===== src/rtl/transcription_pkg.sv =====
// Shared types and helpers for the transcription sequencer: FSM states,
// note-length codes, the buffered event record and run-length quantisation.
package transcription_pkg;

  typedef enum logic [1:0] {
    IDLE     = 2'd0,
    COUNT_IN = 2'd1,
    TRACK    = 2'd2,
    FLUSH    = 2'd3
  } seq_state_t;

  typedef enum logic [1:0] {
    EIGHTH  = 2'd0,
    QUARTER = 2'd1,
    HALF    = 2'd2,
    WHOLE   = 2'd3
  } note_len_t;

  typedef struct packed {
    logic [5:0] tone;
    logic       rest;
    note_len_t  len;
  } note_event_t;

  localparam logic [5:0] SILENCE = 6'd0;

  function automatic note_len_t quantize_len(input logic [3:0] run_len);
    if (run_len >= 4'd8) return WHOLE;
    if (run_len >= 4'd4) return HALF;
    if (run_len >= 4'd2) return QUARTER;
    return EIGHTH;
  endfunction

  function automatic note_event_t make_event(input logic [5:0] tone, input note_len_t len);
    note_event_t ev;
    ev.tone = tone;
    ev.rest = (tone == SILENCE);
    ev.len  = len;
    return ev;
  endfunction

endpackage


===== src/rtl/transcription_sequencer_fifo.sv =====
// Small in-order event buffer with a registered head entry; a push into a
// full buffer is accepted only when a pop frees a slot in the same cycle.
module event_fifo
  import transcription_pkg::*;
#(
  parameter int DEPTH = 4
) (
  input  logic        clk,
  input  logic        rst_n,
  input  logic        push,
  input  note_event_t push_data,
  input  logic        pop,
  output logic        full,
  output logic        empty,
  output note_event_t head
);

  localparam int AW = $clog2(DEPTH);

  note_event_t   mem [DEPTH];
  logic [AW-1:0] wr_ptr, rd_ptr, rd_nxt;
  logic [AW:0]   count, count_nxt;
  logic          do_push, do_pop;
  note_event_t   head_nxt;

  assign empty     = (count == '0);
  assign full      = (count == (AW+1)'(DEPTH));
  assign do_pop    = pop && !empty;
  assign do_push   = push && (!full || do_pop);
  assign rd_nxt    = do_pop ? rd_ptr + AW'(1) : rd_ptr;
  assign count_nxt = count + (AW+1)'(do_push) - (AW+1)'(do_pop);

  // The head bypasses storage when the pushed entry becomes the front
  always_comb begin
    head_nxt = mem[rd_nxt];
    if (do_push && (wr_ptr == rd_nxt)) head_nxt = push_data;
    if (count_nxt == '0) head_nxt = '0;
  end

  always_ff @(posedge clk or negedge rst_n) begin
    if (!rst_n) begin
      wr_ptr <= '0;
      rd_ptr <= '0;
      count  <= '0;
      head   <= '0;
    end else begin
      if (do_push) wr_ptr <= wr_ptr + AW'(1);
      rd_ptr <= rd_nxt;
      count  <= count_nxt;
      head   <= head_nxt;
    end
  end

  always_ff @(posedge clk) begin
    if (do_push) mem[wr_ptr] <= push_data;
  end

endmodule


===== src/rtl/transcription_sequencer.sv =====
// Tempo-driven note transcriber: eighth-note time base, count-in metronome,
// run-length quantisation of sampled tones into buffered note/rest events.
module transcription_sequencer
  import transcription_pkg::*;
#(
  parameter int EIGHTH_CYCLES = 25_000_000,
  parameter int FIFO_DEPTH    = 4
) (
  input  logic       clk_in,
  input  logic       rst_in,
  input  logic       start_in,
  input  logic       stop_in,
  input  logic [5:0] note_index,
  input  logic       note_index_ready,
  input  logic       event_ready,
  output logic       event_valid,
  output logic [5:0] event_tone,
  output logic       event_rest,
  output logic [1:0] event_len,
  output logic       beat_tick,
  output logic       busy,
  output logic       overflow
);

  localparam int               CNT_W    = (EIGHTH_CYCLES > 1) ? $clog2(EIGHTH_CYCLES) : 1;
  localparam logic [CNT_W-1:0] CNT_LAST = CNT_W'(EIGHTH_CYCLES - 1);

  seq_state_t       state, state_nxt;
  logic [CNT_W-1:0] tick_cnt;
  logic             tick, parity;
  logic [2:0]       eighth_cnt, eighth_cnt_nxt;
  logic [5:0]       sample, held_tone, held_tone_nxt;
  logic [3:0]       run_len, run_len_nxt;
  logic             fifo_push, fifo_pop, fifo_full, fifo_empty, ovf_clr;
  note_event_t      push_ev, head_ev;

  assign busy      = (state != IDLE);
  assign tick      = busy && (tick_cnt == CNT_LAST);
  assign beat_tick = tick && parity && ((state == COUNT_IN) || (state == TRACK));

  always_ff @(posedge clk_in or negedge rst_in) begin
    if (!rst_in) begin
      tick_cnt <= '0;
      parity   <= 1'b0;
    end else if (state == IDLE) begin
      tick_cnt <= '0;
      parity   <= 1'b0;
    end else begin
      tick_cnt <= tick ? '0 : tick_cnt + CNT_W'(1);
      parity   <= parity ^ tick;
    end
  end

  always_ff @(posedge clk_in or negedge rst_in) begin
    if (!rst_in) begin
      state      <= IDLE;
      eighth_cnt <= '0;
      held_tone  <= SILENCE;
      run_len    <= '0;
      sample     <= SILENCE;
      overflow   <= 1'b0;
    end else begin
      state      <= state_nxt;
      eighth_cnt <= eighth_cnt_nxt;
      held_tone  <= held_tone_nxt;
      run_len    <= run_len_nxt;
      if (note_index_ready) sample <= note_index;
      if (ovf_clr) overflow <= 1'b0;
      else if (fifo_push && fifo_full && !fifo_pop) overflow <= 1'b1;
    end
  end

  // A stop coinciding with a tick in TRACK wins; that tick is discarded
  always_comb begin
    state_nxt      = state;
    eighth_cnt_nxt = eighth_cnt;
    held_tone_nxt  = held_tone;
    run_len_nxt    = run_len;
    fifo_push      = 1'b0;
    push_ev        = '0;
    ovf_clr        = 1'b0;
    case (state)
      IDLE: begin
        if (start_in && !stop_in) begin
          state_nxt      = COUNT_IN;
          eighth_cnt_nxt = '0;
          ovf_clr        = 1'b1;
        end
      end
      COUNT_IN: begin
        if (stop_in) begin
          state_nxt = IDLE;
        end else if (tick) begin
          eighth_cnt_nxt = eighth_cnt + 3'd1;
          if (eighth_cnt == 3'd7) begin
            state_nxt     = TRACK;
            held_tone_nxt = sample;
            run_len_nxt   = '0;
          end
        end
      end
      TRACK: begin
        if (stop_in) begin
          state_nxt = FLUSH;
        end else if (tick) begin
          if (sample == held_tone) begin
            if (run_len == 4'd7) begin
              fifo_push   = 1'b1;
              push_ev     = make_event(held_tone, WHOLE);
              run_len_nxt = '0;
            end else begin
              run_len_nxt = run_len + 4'd1;
            end
          end else begin
            if (run_len != '0) begin
              fifo_push = 1'b1;
              push_ev   = make_event(held_tone, quantize_len(run_len));
            end
            held_tone_nxt = sample;
            run_len_nxt   = 4'd1;
          end
        end
      end
      FLUSH: begin
        state_nxt = IDLE;
        if (run_len != '0) begin
          fifo_push = 1'b1;
          push_ev   = make_event(held_tone, quantize_len(run_len));
        end
      end
      default: state_nxt = IDLE;
    endcase
  end

  assign fifo_pop = event_valid && event_ready;

  event_fifo #(.DEPTH(FIFO_DEPTH)) u_fifo (
    .clk       (clk_in),
    .rst_n     (rst_in),
    .push      (fifo_push),
    .push_data (push_ev),
    .pop       (fifo_pop),
    .full      (fifo_full),
    .empty     (fifo_empty),
    .head      (head_ev)
  );

  assign event_valid = !fifo_empty;
  assign event_tone  = head_ev.tone;
  assign event_rest  = head_ev.rest;
  assign event_len   = head_ev.len;

endmodule

===== config.mk =====
export PLATFORM = sky130hd
export DESIGN_NAME = transcription_sequencer
export DESIGN_NICKNAME = d
export VERILOG_FILES = /design/src/rtl/transcription_pkg.sv /design/src/rtl/transcription_sequencer_fifo.sv /design/src/rtl/transcription_sequencer.sv
export SDC_FILE = /design/constraint.sdc
export NUM_CORES = 1
export LEC_CHECK = 0
export ABC_AREA = 0
export CAP_MARGIN = 20
export CORE_MARGIN = 2
export CORE_UTILIZATION = 50
export CTS_CLUSTER_SIZE = 28
export DETAILED_ROUTE_END_ITERATION = 8
export DONT_BUFFER_PORTS = 1
export MAX_ROUTING_LAYER = met4
export PLACE_DENSITY = 0.61
export REMOVE_ABC_BUFFERS = 1
export SKIP_LAST_GASP = 1
export SYNTH_ARGS = -nofsm -noshare
export SYNTH_HDL_FRONTEND = slang
export SYNTH_SLANG_ARGS = --single-unit

===== constraint.sdc =====
create_clock -name clk_in -period 5.4 [get_ports clk_in]
set_input_delay 1.35 -clock clk_in [delete_from_list [all_inputs] [get_ports clk_in]]
set_output_delay 1.35 -clock clk_in [all_outputs]
set_load 0.01 [all_outputs]

==> impl_metrics.toml <==
[global_route]
grt_pass1_vias = 2813
antenna_found_initial = 0
overflow = 0
grt_pass1_wl_mm = 13.8
grt_start_max_net_pins = 65
grt_use_total = 0.179

[final_layout]
antennaDiodeCount = 0
mostFrequentLayoutCells = "dfrtp_1 (64), nor2_1 (44), edfxtp_1 (36)"
fin_util = 0.548
nets = 419
fill_cells = 801
syn_to_final_growth_pct = 6.78
drive_gt1_frac = 0.127
final_common_cell = "dfrtp_1"

[timing]
whs_ns = 0.517
clock_skew_ns = 0.0114
final-hold-violation-count = 0
tightest_slew_ns = 1.05
fin_crit_ns = 4.35
finalCritPeriodShare = 0.806
setup_slack_ns = 1.05
fin_setup_tns_ns = 0
relSlewSlack = 0.300
fmax_mhz = 230
setup_viol_count_final = 0
finalMaxSlewViolations = 0
rsz0062_at_grt = "false"

[critical_path]
crit_chain = "inv_1, ha_1, or3_1, or2_1, nor4_4, a31oi_4, nor2_4, ha_1, inv_1, fa_1, xnor2_1, xnor2_1, or3_1, inv_1, or3_1, mux2i_1"
critPathLaunchType = "register"
max_stage_delay_ns = 0.47
critPathMaxFanout = 17
timing.setup.critical_path_class = "reg2reg"
worstPathArrival_ns = 4.64
end_kind = "register"
cp.required_ns = 5.68
slowest_stage = "or3_1"

[routing]
drc = 0
postRouteAntennaNets = 0
drt_iter0_drc = 123
num_vias = 2711
wl_per_cell_um = 15.4
viasPerCell = 5.18
routed_wl_mm = 8.03
first_pass_iters = 4

[synthesis]
async_flop_share = 0.640
synth_area_um2 = 4740
yosysWarnings = 0
synthFlopType = "dfrtp_1"
synth_edf_count = 36
ys_seq_area_frac = 0.566
synth_top_cell_by_area = "dfrtp_1"
ys_types = 48
synth_top_area_frac = 0.338
synth_area_leaders = "dfrtp_1 (34%), edfxtp_1 (23%), ha_1 (4.5%)"
syn_avg_cell_area_um2 = 12.3
netlist_instances = 385
synth_seq_cells = 100

[floorplan]
die-area_um2 = 10300
start_util = 0.513
fp.dieW_um = 101
core_um2 = 9240
io_pins = 25
row_count = 35
fp.dieH_um = 101

[power]
seqPwrFrac = 0.495
p_sw_uw = 627
ir_worst_vdd_uv = 189
p_clk_frac = 0.250
swShare = 0.338
internal-power_uw = 1230
power_density_nw_per_um2 = 367
comb_power_share = 0.255
leakage_uw = 0.00197

[clock_network]
cts_made_buffers = 9
tritoncts = "done"
holdBufCountCts = 0
clk-insertion-delay-late_ns = 0.36
clkSinkCount = 100
cts_buffer_depth = 2
postCtsSetupBuffers = 0
post_cts_resized = 0
path_clk_slew_ns = 0.10
cts_root_buffer = "clkbuf_8"
h-tree-depth = 3

[hold_path]
hold_path_class = "reg2reg"

[job]
maxCapViolCount = 0

[placement]
dp_slack_ns = 1.02
gp_congestion = 0.843
dp_hpwl_mm = 5.59
io_buffers = 0

[status]
outcome = "finished, final reports clean"
## Yosys cell counts (3+ instances only)
cell type	n
or3_1	5
nor2b_1	5
mux2i_1	12
mux2_2	14
clkbuf_1	4
xor2_1	21
xnor2_1	14
o21ai_0	8
ha_1	17
a21oi_1	4
nand4_1	6
nor4_1	5
mux4_2	9
and2_1	13
dfrtp_1	64
edfxtp_1	36
nand3_1	16
inv_1	20
buf_2	3
nor2_1	44
nand2_1	31
## metrics by stage
stage,power (uW),std cells,area (um^2)
after CTS,1890,523,5060
after detailed placement,1420,507,4870
after global placement,1410,507,4870
after floorplan,1300,377,4700
after global routing,1990,523,5060
final,1860,523,5060
## worst max-delay path: cells and delay by family, from the launching register on
family / cells / cell delay, ns
adder cells (fa/ha/maj): 3 / 0.83
buffers and inverters: 3 / 0.27
XOR/XNOR: 2 / 0.33
multiplexers: 1 / 0.14
AO/OA/AOI/OAI: 1 / 0.21
AND/OR/NAND/NOR: 6 / 2.07
flip-flops: 1 / 0.44
## worst paths after layout
path                                  endpoint  slack [ns]  cells past startpoint   startpoint
max in group asynchronous           run_len[1]        4.61                      0       rst_in
worst max-delay path            u_fifo.head[1]        1.05                     16     state[0]
min in group asynchronous       u_fifo.head[6]        0.67                      0       rst_in
worst min register to register     tick_cnt[0]        0.52                      1  tick_cnt[0]
worst max register to register  u_fifo.head[1]        1.05                     16     state[0]
worst min-delay path               tick_cnt[0]        0.52                      1  tick_cnt[0]
## sequential cells by signal, summed over array words and instances, names as in the netlist, 2 cells and up, named ones only
register	cells
u_fifo.wr_ptr	2
u_fifo.rd_ptr	2
held_tone	6
tick_cnt	25
eighth_cnt	3
u_fifo.head	9
u_fifo.mem	36
u_fifo.count	3
run_len	4
sample	6
## cell type report
class / instances / area (um^2) / share of cell area
tap: 129 / 161 / 0.0319
sequential: 100 / 2680 / 0.530
clock inverter: 7 / 70.1 / 0.0138
inverter: 20 / 75.1 / 0.0148
timing repair buffer: 1 / 7.51 / 0.00148
clock buffer: 9 / 124 / 0.0245
multi-input combinational: 257 / 1940 / 0.383
## power by group through the flow
| stage | Combinational [uW] | Sequential, uW | Clock [uW] |
|---|---|---|---|
| 2_1_floorplan | 378 | 924 | 0 |
| 3_5_place_dp | 487 | 938 | 0 |
| 3_3_place_gp | 476 | 935 | 0 |
| 4_1_cts | 489 | 922 | 479 |
| 5_1_grt | 545 | 932 | 512 |
| 6_report | 473 | 920 | 464 |
## routing by layer
layer  share of wire  track usage
met1            0.45        0.228
met2            0.51        0.296
met3           0.028       0.0297
met4          0.0096       0.0520
met5               0            -
## kinds of logic (layout without fill, tap and decap cells)
group	after synthesis	in the layout	synth area share
flops	100	100	0.566
fa+ha+maj	18	18	0.0491
simple gates	142	142	0.151
xor+xnor	35	35	0.0647
mux	37	37	0.106
compound gates	25	25	0.0388
buf+inv	28	37	0.0245
(Power assumes the default switching activity.)
